==> config.mk <==
export PLATFORM = sky130hd
export DESIGN_NAME = game_tick_gen
export DESIGN_NICKNAME = d
export VERILOG_FILES = /design/src/rtl/game_tick_gen.sv
export SDC_FILE = /design/constraint.sdc
export NUM_CORES = 1
export LEC_CHECK = 0
export ABC_AREA = 1
export CAP_MARGIN = 20
export CORE_AREA = 2 2 97 99
export CTS_BUF_LIST = sky130_fd_sc_hd__clkbuf_8
export CTS_CLUSTER_SIZE = 25
export DETAILED_ROUTE_END_ITERATION = 6
export DIE_AREA = 0 0 99 101
export PLACE_DENSITY = 0.74
export SKIP_CTS_REPAIR_TIMING = 1
export SKIP_LAST_GASP = 1
export SYNTH_ARGS = -nofsm -noshare
export SYNTH_HDL_FRONTEND = slang
export SYNTH_SLANG_ARGS = --single-unit
==> constraint.sdc <==
create_clock -name i_clk -period 2.85 [get_ports i_clk]
set_input_delay 0.4275 -clock i_clk [delete_from_list [all_inputs] [get_ports i_clk]]
set_output_delay 0.4275 -clock i_clk [all_outputs]
set_load 0.005 [all_outputs]
==> src/rtl/game_tick_gen.sv <==
// Fast-domain consumer of the divided 1 ms tick: synchronizes and edge-detects it,
// then derives the movement step pulse, game seconds and the power-pellet countdown.
module game_tick_gen #(
  parameter int POWER_MS = 8000,
  parameter int WARN_MS  = 2000,
  parameter int BLINK_MS = 250
) (
  input  logic        i_clk,
  input  logic        i_rst,
  input  logic        i_clk_1ms,
  input  logic        i_enable,
  input  logic [7:0]  i_move_period,
  input  logic        i_start_power,
  output logic        o_ms_pulse,
  output logic        o_step_pulse,
  output logic        o_second_pulse,
  output logic [15:0] o_seconds,
  output logic        o_power_active,
  output logic        o_power_warn,
  output logic        o_power_blink,
  output logic        o_power_done
);

  localparam logic [15:0] LP_POWER   = 16'(POWER_MS);
  localparam logic [15:0] LP_WARN    = 16'(WARN_MS);
  localparam logic [15:0] LP_BLINK   = 16'(BLINK_MS);
  localparam logic [9:0]  LP_MS_LAST = 10'd999;

  typedef enum logic [1:0] {S_IDLE, S_ACTIVE, S_WARN} state_t;

  logic        r_s1, r_s2, r_s3;
  logic        r_ms_pulse;
  logic [7:0]  r_step_cnt;
  logic        r_step_pulse;
  logic [9:0]  r_ms_cnt;
  logic        r_second_pulse;
  logic [15:0] r_seconds;
  state_t      r_state;
  logic [15:0] r_remaining;
  logic [15:0] r_blink_cnt;
  logic        r_active, r_warn, r_blink, r_done;

  logic        w_tick;
  logic [7:0]  w_period;
  logic [8:0]  w_step_next;
  logic [15:0] w_rem_dec;
  logic [15:0] w_blink_next;

  // Game-rate logic only advances on ticks seen while the game is running.
  assign w_tick       = r_ms_pulse & i_enable;
  assign w_period     = (i_move_period == 8'd0) ? 8'd1 : i_move_period;
  assign w_step_next  = {1'b0, r_step_cnt} + 9'd1;
  assign w_rem_dec    = r_remaining - 16'd1;
  assign w_blink_next = r_blink_cnt + 16'd1;

  always_ff @(posedge i_clk) begin
    if (i_rst) begin
      r_s1       <= 1'b0;
      r_s2       <= 1'b0;
      r_s3       <= 1'b0;
      r_ms_pulse <= 1'b0;
    end else begin
      r_s1       <= i_clk_1ms;
      r_s2       <= r_s1;
      r_s3       <= r_s2;
      r_ms_pulse <= r_s2 & ~r_s3;
    end
  end

  // Compare against the live period so a lowered period fires on the very next tick.
  always_ff @(posedge i_clk) begin
    if (i_rst) begin
      r_step_cnt   <= '0;
      r_step_pulse <= 1'b0;
    end else begin
      r_step_pulse <= 1'b0;
      if (w_tick) begin
        if (w_step_next >= {1'b0, w_period}) begin
          r_step_cnt   <= '0;
          r_step_pulse <= 1'b1;
        end else begin
          r_step_cnt <= w_step_next[7:0];
        end
      end
    end
  end

  always_ff @(posedge i_clk) begin
    if (i_rst) begin
      r_ms_cnt       <= '0;
      r_second_pulse <= 1'b0;
      r_seconds      <= '0;
    end else begin
      r_second_pulse <= 1'b0;
      if (w_tick) begin
        if (r_ms_cnt == LP_MS_LAST) begin
          r_ms_cnt       <= '0;
          r_second_pulse <= 1'b1;
          r_seconds      <= r_seconds + 16'd1;
        end else begin
          r_ms_cnt <= r_ms_cnt + 10'd1;
        end
      end
    end
  end

  // A (re)start wins over a coincident tick: the full duration is reloaded undecremented.
  always_ff @(posedge i_clk) begin
    if (i_rst) begin
      r_state     <= S_IDLE;
      r_remaining <= '0;
      r_blink_cnt <= '0;
      r_active    <= 1'b0;
      r_warn      <= 1'b0;
      r_blink     <= 1'b0;
      r_done      <= 1'b0;
    end else begin
      r_done <= 1'b0;
      if (i_start_power) begin
        r_state     <= S_ACTIVE;
        r_remaining <= LP_POWER;
        r_blink_cnt <= '0;
        r_active    <= 1'b1;
        r_warn      <= 1'b0;
        r_blink     <= 1'b0;
      end else if (w_tick && (r_state != S_IDLE)) begin
        r_remaining <= w_rem_dec;
        if (w_rem_dec == 16'd0) begin
          r_state  <= S_IDLE;
          r_done   <= 1'b1;
          r_active <= 1'b0;
          r_warn   <= 1'b0;
          r_blink  <= 1'b0;
        end else begin
          case (r_state)
            S_ACTIVE: begin
              if (w_rem_dec <= LP_WARN) begin
                r_state     <= S_WARN;
                r_warn      <= 1'b1;
                r_blink     <= 1'b1;
                r_blink_cnt <= '0;
              end
            end
            S_WARN: begin
              if (w_blink_next == LP_BLINK) begin
                r_blink     <= ~r_blink;
                r_blink_cnt <= '0;
              end else begin
                r_blink_cnt <= w_blink_next;
              end
            end
            default: r_state <= S_IDLE;
          endcase
        end
      end
    end
  end

  assign o_ms_pulse     = r_ms_pulse;
  assign o_step_pulse   = r_step_pulse;
  assign o_second_pulse = r_second_pulse;
  assign o_seconds      = r_seconds;
  assign o_power_active = r_active;
  assign o_power_warn   = r_warn;
  assign o_power_blink  = r_blink;
  assign o_power_done   = r_done;

endmodule

# == Yosys cells after proc, flatten, opt, wreduce, memory -nomap -nowiden ==
# Cells that the tools add are included.
# W data, S select, Z words.
# totals
ff_bits,78
latch_bits,0
ram_bits,0
rom_bits,0
n_memories,0
# classes
n_addsub,5
multipliers,0
n_div,0
n_lt_le_gt_ge,2
eq_ne,10
shift,0
mux,25
bitwise,7
n_reduce_logical,20
# op_table
cell,n
$add A16 B1 Y16 const B,2
$mux W16,2
$pmux W16 S2,1
$mux W13,2
$eq A16 B8 Y1 const B,1
$le A16 B11 Y1 const B,1
$logic_not A16 Y1,1
$mux W8,2
$sub A16 B1 Y16 const B,1
$mux W1,13
$reduce_bool A2 Y1,6
$add A10 B1 Y10 const B,1
$eq A10 B10 Y1 const B,1
$mux W10,1
$add A8 B1 Y9 const B,1
$ge A9 B8 Y1,1
$ne A3 B3 Y1 const B,3
$reduce_and A3 Y1,3
$logic_not A8 Y1,1
$reduce_and A4 Y1,2
$not A1 Y1,5
$mux W2,2
$ne A2 B2 Y1 const B,2
$ne A4 B4 Y1 const B,1
other kinds (10),13

# == Longest topological paths before layout ==
# Gate-level depths: netlist (run 1).
# depth
ltp_word,7
depth_mapped,18
mapped_depth_nobuf,17

# == Worst setup path after synthesis (run 1) ==
# OpenSTA, ideal clock, no wires.
# synth_timing
kind,flip-flop to flip-flop
startpoint,register r_step_cnt[0]
endpoint,register r_step_cnt[7]
arrival_time_ns,2.200
required_ns,2.779
slack_ns,0.579
stages_incl_launch_ff,13
n_path_buf,0
period_less_slack_ns,2.271
path_cell_list,dfxtp_1 -> ha_1 -> nand3_1 -> nand3b_1 -> xor2_1 -> ha_1 -> nand4_1 -> nor3b_1 -> a211oi_1 -> nand2_1 -> nor2_1 -> nand2_1 -> a21oi_1
# synth_between
elab_chain_len,3
# synth_rtl
element,line,text
start: declaration,33,logic [7:0] r_step_cnt;
start signal: assignment,82,r_step_cnt <= w_step_next[7:0];
$add A8 B1 Y9 *,52,"assign w_step_next = {1'b0, r_step_cnt} + 9'd1;"
$ge A9 B8 Y1,78,"if (w_step_next >= {1'b0, w_period}) begin"
$mux W8 *,78,
# Mark *: on every way between the ends. The rest lies on a longest branch, timed or not.
# A chain may end at the register's enable or synchronous reset.

# == Worst setup path in the final report (run 1) ==
# layout_timing
startpoint,register r_remaining[0]
endpoint,register r_blink_cnt[0]
# layout_between
elab_chain_len,4
# layout_rtl
element,line,text
start: declaration,39,logic [15:0] r_remaining;
start signal: assignment,127,r_remaining <= w_rem_dec;
$sub A16 B1 Y16 *,53,assign w_rem_dec = r_remaining - 16'd1;
net w_rem_dec[0],46,logic [15:0] w_rem_dec;
$le A16 B11 Y1 or $logic_not A16 Y1 (tied branches),"137, 128",
$ne A2 B2 Y1 (no line) or $not A1 Y1 (tied branches),-,
$reduce_and A4 Y1 (no line) *,-,
end signal: assignment,149,r_blink_cnt <= w_blink_next;
end: declaration,40,logic [15:0] r_blink_cnt;
# The timed path passes the listed nets; every way through them passes the cells marked *.

==> results of run 1 <==
sequential cells by signal, summed over array words and instances (netlist names), 2 cells and up:
name,cells
o_seconds,16
r_blink_cnt,16
r_remaining,16
r_ms_cnt,10
r_step_cnt,8
r_state,2
metal layers:
metal / up-vias / share of wire (%) / wire length, µm / global-route usage, %
met5: - / 0 / 0 / 0
met4: 0 / 1.3 / 142 / 7.80
met3: 13 / 3.9 / 445 / 3.68
met2: 102 / 50 / 5670 / 42.8
met1: 2195 / 45 / 5070 / 28.5
li1: 2493 / - / - / -
power by group through the flow:
stage	Combinational [mW]	Clock (mW)	Sequential, mW
floorplan	0.146	0	1.14
global placement	0.198	0	1.14
detailed placement	0.203	0	1.14
CTS	0.205	0.891	1.11
global route	0.235	0.928	1.12
finish	0.206	0.871	1.11
cell families after synthesis:
logic type,count (synthesis),share of synthesized area (%)
XOR/XNOR,11,2.01
buffers and inverters,134,10.8
flip-flops,78,32.6
AO/OA/AOI/OAI,90,10.7
AND/OR/NAND/NOR,427,39.2
adder cells (fa/ha/maj),18,4.71
cells in the final DEF, fill, tap and decap left out, drive strengths merged, types with 2 or more instances in the layout:
cell type      count
nor3              17
nor4               2
ha                18
clkbuf             9
xnor2              2
clkdlybuf4s50     35
dfxtp             78
nand2            196
nor3b              4
a31oi              2
o21a               3
clkinv             3
nor2             128
buf                5
nand4             25
o221ai             6
inv              121
nand3b             2
nand3             50
a211oi             2
o21ai             32
o21bai             5
a21oi             37
xor2               9
stage by stage:
step,cells,setup WS (ns),instance area (µm²)
after global placement,894,0.282,5250
final,910,0.293,5460
after floorplan,758,0.579,4780
after detailed placement,894,0.204,5250
after global routing,910,0.0182,5460
after CTS,910,0.187,5450
how the worst max path moves through the flow:
stage / to / slack, ns / depth (start not counted)
2_1_floorplan: r_step_cnt[7]$_SDFFE_PP0P_ / 0.58 / 12
3_3_place_gp: r_step_cnt[3]$_SDFFE_PP0P_ / 0.28 / 9
3_5_place_dp: r_step_cnt[1]$_SDFFE_PP0P_ / 0.20 / 9
4_1_cts: r_step_cnt[4]$_SDFFE_PP0P_ / 0.19 / 12
5_1_grt: r_blink_cnt[15]$_SDFFE_PP0P_ / 0.02 / 16
6_report: r_blink_cnt[0]$_SDFFE_PP0P_ / 0.29 / 16
final cells by class:
type | count | area share (%)
flip-flops and latches | 78 | 28.6
well taps | 111 | 2.54
repair buffers | 40 | 7.10
multi-input cells | 546 | 49.8
inverters | 119 | 8.23
clock buffers | 9 | 2.27
clock inverters | 7 | 1.49
critical path: stages, from the launching register on:
cell and delay (ns):
sky130_fd_sc_hd__dfxtp_1 0.34, sky130_fd_sc_hd__inv_1 0.13, sky130_fd_sc_hd__ha_1 0.21, sky130_fd_sc_hd__nand3_1 0.16
sky130_fd_sc_hd__nor2_1 0.25, sky130_fd_sc_hd__nand2_1 0.09, sky130_fd_sc_hd__nand2_1 0.06, sky130_fd_sc_hd__nand2_1 0.06
sky130_fd_sc_hd__nor2_1 0.17, sky130_fd_sc_hd__nand2_1 0.11, sky130_fd_sc_hd__nor2_1 0.10, sky130_fd_sc_hd__nand2_1 0.11
sky130_fd_sc_hd__nand3_4 0.21, sky130_fd_sc_hd__nand3_4 0.14, sky130_fd_sc_hd__inv_4 0.18, sky130_fd_sc_hd__nor2_1 0.06
sky130_fd_sc_hd__nor2_1 0.10
==> qor.txt, run 1 <==
Horizontal die dimension = 99 µm
Final Power = 2.19 mW
Start point of the critical path = r_remaining[0]$_SDFFE_PP0P_
Worst Hold Path Cells = 1
Clock root buffer master = sky130_fd_sc_hd__clkbuf_8
Mean number of vias per cell = 5.28
Cells taking the most area after synthesis = sky130_fd_sc_hd__dfxtp_1 (33%), sky130_fd_sc_hd__nand2_1 (15%), sky130_fd_sc_hd__inv_1 (9.1%)
Pin count of the biggest net entering global routing = 31
Result of the run = completed
Worst-path fanout max = 19
Synth Register Bits = 78
Number of port buffers = 35
Most common flop cell mapped by yosys = sky130_fd_sc_hd__dfxtp_1
Sw frac = 27.5%
CTS tree = yes
Fraction of power consumed by combinational cells = 9.4%
Post-route minimum period = 2.56 ns
Count of yosys warnings during synthesis = 0
Hold_sp = r_s3$_SDFF_PP0_
Number of nets with antenna violations after routing = 0
Remaining max-slew budget at the tightest pin = 64.7%
Detailed Route Iter0 Violations = 169
Number of CTS-inserted buffers = 9
Worst vdd rail ir drop = 0.369 mV
Power per unit of standard cell area = 401 nW/µm²
Final worst-path cycle share = 89.7%
Initial antenna violation count = 0
Estimated wirelength of the detail-placed design = 8.55 mm
Most frequently used cell type in the post-synthesis netlist = sky130_fd_sc_hd__nand2_1
Kind of path behind the tightest hold check = reg -> reg
Detailed-router iteration count before antenna repair = 4
Max-slew violation count = 0
Crit Reg-Reg Endpoint = r_blink_cnt[0]$_SDFFE_PP0P_
Hold Vio Cnt, Final = 0
Routed via count = 4803
Number of rows created at floorplan = 35
Net count after synthesis = 789
Post-route clock skew = 0.00597 ns
Worst reg2reg setup slack = 0.29 ns
Global placement routability congestion = 0.919
Required time reported for the critical path endpoint = 3.15 ns
Mean area per synthesized cell = 6.31 µm²
Number of H-tree levels = 3
Number of distinct library cells after synthesis = 35
Power share of the sequential group = 50.8%
WHS Endpoint = o_ms_pulse$_SDFF_PP0_
Most area-hungry cell type in the Yosys netlist = sky130_fd_sc_hd__dfxtp_1
Layout Area Growth over Synthesis = 14.1%
Count of max-cap constraint violations = 0
CP arrival = 2.85 ns
Achievable Freq = 0.391 GHz
Area of the multi-input gates = 2720 µm²
First-pass GRT wire length = 19.8 mm
Final Net Count = 825
Number of antenna repair diodes = 0
Start of the worst register-to-register path = r_remaining[0]$_SDFFE_PP0P_
Insertion delay to the later sink of the worst-skew pair = 0.36 ns
Core area = 8980 µm²
Number of instances in the synthesized netlist = 758
Y dimension of the die = 101 µm
Cell Area, Synth = 4780 µm²
Classification of the worst setup path = reg -> reg
Setup repair after global routing missed its margin = no
Design internal power = 1.59 mW
Critical Path Sink Type = flip-flop
Ys async rst share = 0%
Share of the synthesized area in the top cell type = 32.6%
Drt drc = 0
Post-Route Setup TNS = 0 ns
Finished Core Util = 60.8%
Filler Cells Inserted = 840
Clock network power share = 39.8%
Setup violations, final = 0
Number of I/O pins = 36
Sequential share of the synthesized area = 32.6%
Leakage power of the design = 2.33 nW
Overall Global Routing Usage = 23.6%
Kind of launch point of the worst setup path = flip-flop
Worst hold slack across all endpoints = 0.394 ns
Remaining global-route overflow = 0
DR WL/cell = 12.4 µm
Synth cell count leaders = sky130_fd_sc_hd__nand2_1 (192), sky130_fd_sc_hd__inv_1 (116), sky130_fd_sc_hd__nor2_1 (112), sky130_fd_sc_hd__dfxtp_1 (78), sky130_fd_sc_hd__nand3_1 (48)
Total net switching power = 0.602 mW
Clock-pin slew on the worst setup and hold paths = 0.08 ns
Initial Util = 53.3%
Max Buffers Root-to-Sink = 2
Number of enable-type register cells in the synthesized netlist = 0
Fraction of layout cells with a size suffix above 1 = 6.13%
Clock net sink count = 78
Area enclosed by the die boundary = 10000 µm²
Sequential standard cell area = 1560 µm²
Path depth of the worst reg2reg path = 16
Routed WL = 11.3 mm
Via count of the first global-routing pass = 4589
Slew of the pin with the lowest slew margin = 0.529 ns
Note: power is estimated with default switching activity, not from simulation.
==> run 2: changes to the inputs <==
--- a/config.mk
+++ b/config.mk
@@ -9,9 +9,11 @@
 export CAP_MARGIN = 20
 export CORE_AREA = 2 2 97 99
 export CTS_BUF_LIST = sky130_fd_sc_hd__clkbuf_8
+export CTS_CLUSTER_DIAMETER = 30
 export CTS_CLUSTER_SIZE = 25
 export DETAILED_ROUTE_END_ITERATION = 6
 export DIE_AREA = 0 0 99 101
+export GPL_TIMING_DRIVEN = 1
 export PLACE_DENSITY = 0.74
 export SKIP_CTS_REPAIR_TIMING = 1
 export SKIP_LAST_GASP = 1
==> results of run 2 <==
No change in the layout: final DEF, timing and power equal those of run 1.
==> run 3: changes to the inputs <==
--- a/config.mk
+++ b/config.mk
@@ -7,12 +7,12 @@
 export LEC_CHECK = 0
 export ABC_AREA = 1
 export CAP_MARGIN = 20
-export CORE_AREA = 2 2 97 99
+export CORE_AREA = 3 3 98 100
 export CTS_BUF_LIST = sky130_fd_sc_hd__clkbuf_8
 export CTS_CLUSTER_DIAMETER = 30
 export CTS_CLUSTER_SIZE = 25
 export DETAILED_ROUTE_END_ITERATION = 6
-export DIE_AREA = 0 0 99 101
+export DIE_AREA = 0 0 101 103
 export GPL_TIMING_DRIVEN = 1
 export PLACE_DENSITY = 0.74
 export SKIP_CTS_REPAIR_TIMING = 1
==> qor.txt, run 3 (synthesized netlist as in run 1, its figures left out) <==
Via count of the first global-routing pass = 4412 (-3.9%)
Estimated wirelength of the detail-placed design = 8.43 mm (-1.4%)
Achievable Freq = 0.392 GHz (+0.12%)
First-pass GRT wire length = 19.3 mm (-2.1%)
Overall Global Routing Usage = 22.6% (-0.97 points)
Classification of the worst setup path = reg -> reg
Core area = 8760 µm² (-2.4%)
CTS tree = yes
Slew of the pin with the lowest slew margin = 0.542 ns (+0.0127 ns)
Mean number of vias per cell = 5.20 (-1.5%)
Y dimension of the die = 103 µm (+2.0%)
Worst-case setup margin in the final layout = 0.296 ns (+0.00304 ns)
Count of max-cap constraint violations = 0 (unchanged)
Cell repeated most along the worst path = sky130_fd_sc_hd__nand2_1
Total net switching power = 0.611 mW (+1.6%)
Area enclosed by the die boundary = 10400 µm² (+4.0%)
Critical Path Sink Type = flip-flop
Setup repair after global routing missed its margin = no
Number of CTS-inserted buffers = 9 (unchanged)
Max-slew violation count = 0 (unchanged)
Max Buffers Root-to-Sink = 2 (unchanged)
Setup violations, final = 0 (unchanged)
Post-placement setup slack = 0.251 ns (+0.0467 ns)
Delay of the slowest critical-path stage = 0.35 ns (about the same)
Final Net Count = 826 (+0.12%)
Remaining max-slew budget at the tightest pin = 63.9% (-0.85 points)
Number of H-tree levels = 3 (unchanged)
Number of rows created at floorplan = 34 (-2.9%)
Number of buffer and inverter stages on the critical path = 2 (unchanged)
Number of port buffers = 35 (unchanged)
CP arrival = 2.85 ns (about the same)
Initial Util = 54.6% (+1.3 points)
Hold Vio Cnt, Final = 0 (unchanged)
Power per unit of standard cell area = 393 nW/µm² (-2.1%)
Kind of path behind the tightest hold check = reg -> reg
Commonest cells after routing, fill and taps aside = sky130_fd_sc_hd__nand2_1 (192), sky130_fd_sc_hd__inv_1 (116), sky130_fd_sc_hd__nor2_1 (110)
Clock-pin slew on the worst setup and hold paths = 0.09 ns (about the same)
DR WL/cell = 12.3 µm (-1.5%)
Fraction of layout cells with a size suffix above 1 = 6.25% (+0.12 points)
Cell Count, Final, Fillers Out = 908 (-0.22%)
Commonest non-fill, non-tap cell in the layout = sky130_fd_sc_hd__nand2_1
Result of the run = completed
Post-place instance area = 5250 µm² (about the same)
Number of nets with antenna violations after routing = 0 (unchanged)
Power share of the sequential group = 52.0% (+1.2 points)
Worst-path fanout max = 19 (unchanged)
Number of antenna repair diodes = 0 (unchanged)
Clock network power share = 38.4% (-1.4 points)
Initial antenna violation count = 0 (unchanged)
Post-route clock skew = 0.0138 ns (+0.00781 ns)
Post-Route Setup TNS = 0 ns (unchanged)
Cell area after layout = 5440 µm² (-0.30%)
Sw frac = 28.6% (+1.1 points)
Drt drc = 0 (unchanged)
Leakage power of the design = 2.32 nW (-0.25%)
Worst vdd rail ir drop = 0.391 mV (+5.9%)
Fraction of power consumed by combinational cells = 9.6% (+0.2 points)
Inst Count DP = 892 (-0.22%)
Routed via count = 4719 (-1.7%)
Routed WL = 11.1 mm (-1.7%)
Design internal power = 1.53 mW (-3.8%)
Pin count of the biggest net entering global routing = 31 (unchanged)
Horizontal die dimension = 101 µm (+2.0%)
Number of I/O pins = 36 (unchanged)
Master of the slowest instance on the critical path = sky130_fd_sc_hd__dfxtp_1
Global placement routability congestion = 0.940 (+2.3%)
Cell type group with the largest total delay on the critical path = simple AND/OR/NAND/NOR gates
Clock root buffer master = sky130_fd_sc_hd__clkbuf_8
Final Power = 2.14 mW (-2.4%)
Kind of launch point of the worst setup path = flip-flop
Remaining global-route overflow = 0 (unchanged)
Detailed Route Iter0 Violations = 177 (+4.7%)
Detailed-router iteration count before antenna repair = 5 (+1)
Worst reg2reg setup slack = 0.30 ns (about the same)
Insertion delay to the later sink of the worst-skew pair = 0.36 ns (about the same)
Required time reported for the critical path endpoint = 3.15 ns (about the same)
Final worst-path cycle share = 89.6% (-0.11 points)
Cells traversed along the worst timing path = inv_1, ha_1, nand2_1, nor2_2, nand2_1, nand2_1, nand2_1, nor2_1, nand2_1, nor2_1, nand2_1, nand3_4, nand3_4, inv_4, nor2_1, nor2_1
Layout Area Growth over Synthesis = 13.8%
Clock net sink count = 78 (unchanged)
Post-route minimum period = 2.55 ns (-0.00304 ns)
run 3: cell count changes in the layout (fill, tap and decap cells not counted), sizes merged:
cell and change:
inv +1, clkbuf +1, clkinv -2, bufinv -1, buf +1, clkinvlp +1
run 3: path summary, 6_finish.rpt:
check,from,end,cells after the start
setup / recovery,r_remaining[0]$_SDFFE_PP0P_,r_blink_cnt[0]$_SDFFE_PP0P_,16
hold / removal,r_s3$_SDFF_PP0_,o_ms_pulse$_SDFF_PP0_,1
setup reg to reg,r_remaining[0]$_SDFFE_PP0P_,r_blink_cnt[0]$_SDFFE_PP0P_,16
hold reg to reg,r_s3$_SDFF_PP0_,o_ms_pulse$_SDFF_PP0_,1
run 3: layout make-up:
cell class	count	area, µm²
multi-input combinational	546	2710
inverter	119	449
clock buffer	10	138
timing repair buffer	41	395
sequential	78	1560
clock inverter	6	52.6
fill	789	3320
tap	108	135
run 3: power by group through the flow:
stage | Combinational [mW] | Clock [mW] | Sequential [mW]
floorplan | 0.146 | 0 | 1.14
global placement | 0.199 | 0 | 1.14
detailed placement | 0.204 | 0 | 1.14
CTS | 0.205 | 0.845 | 1.11
global route | 0.234 | 0.888 | 1.12
finish | 0.206 | 0.821 | 1.11
run 3: worst register-to-register path, stage by stage, from the launching register on:
cell and delay [ns]:
sky130_fd_sc_hd__dfxtp_1 0.35, sky130_fd_sc_hd__inv_1 0.14, sky130_fd_sc_hd__ha_1 0.21, sky130_fd_sc_hd__nand2_1 0.14
sky130_fd_sc_hd__nor2_2 0.26, sky130_fd_sc_hd__nand2_1 0.09, sky130_fd_sc_hd__nand2_1 0.06, sky130_fd_sc_hd__nand2_1 0.06
sky130_fd_sc_hd__nor2_1 0.17, sky130_fd_sc_hd__nand2_1 0.10, sky130_fd_sc_hd__nor2_1 0.11, sky130_fd_sc_hd__nand2_1 0.11
sky130_fd_sc_hd__nand3_4 0.20, sky130_fd_sc_hd__nand3_4 0.15, sky130_fd_sc_hd__inv_4 0.18, sky130_fd_sc_hd__nor2_1 0.07
sky130_fd_sc_hd__nor2_1 0.10
run 3: per-stage QoR:
| step | utilization [%] | hold WS [ns] |
|---|---|---|
| 6_report | 62.1 | 0.397 |
| 5_1_grt | 62.1 | 0.412 |
| 4_1_cts | 62.1 | 0.401 |
| 3_5_place_dp | 59.9 | 0.390 |
| 3_3_place_gp | 59.9 | 0.381 |
| 2_1_floorplan | - | 0.373 |
run 3: layer usage:
| metal | global-route usage [%] | vias up | wire length (µm) |
|---|---|---|---|
| li1 | - | 2497 | - |
| met1 | 28.9 | 2109 | 5240 |
| met2 | 39.1 | 100 | 5290 |
| met3 | 3.86 | 13 | 449 |
| met4 | 7.26 | 0 | 153 |
| met5 | 0 | - | 0 |
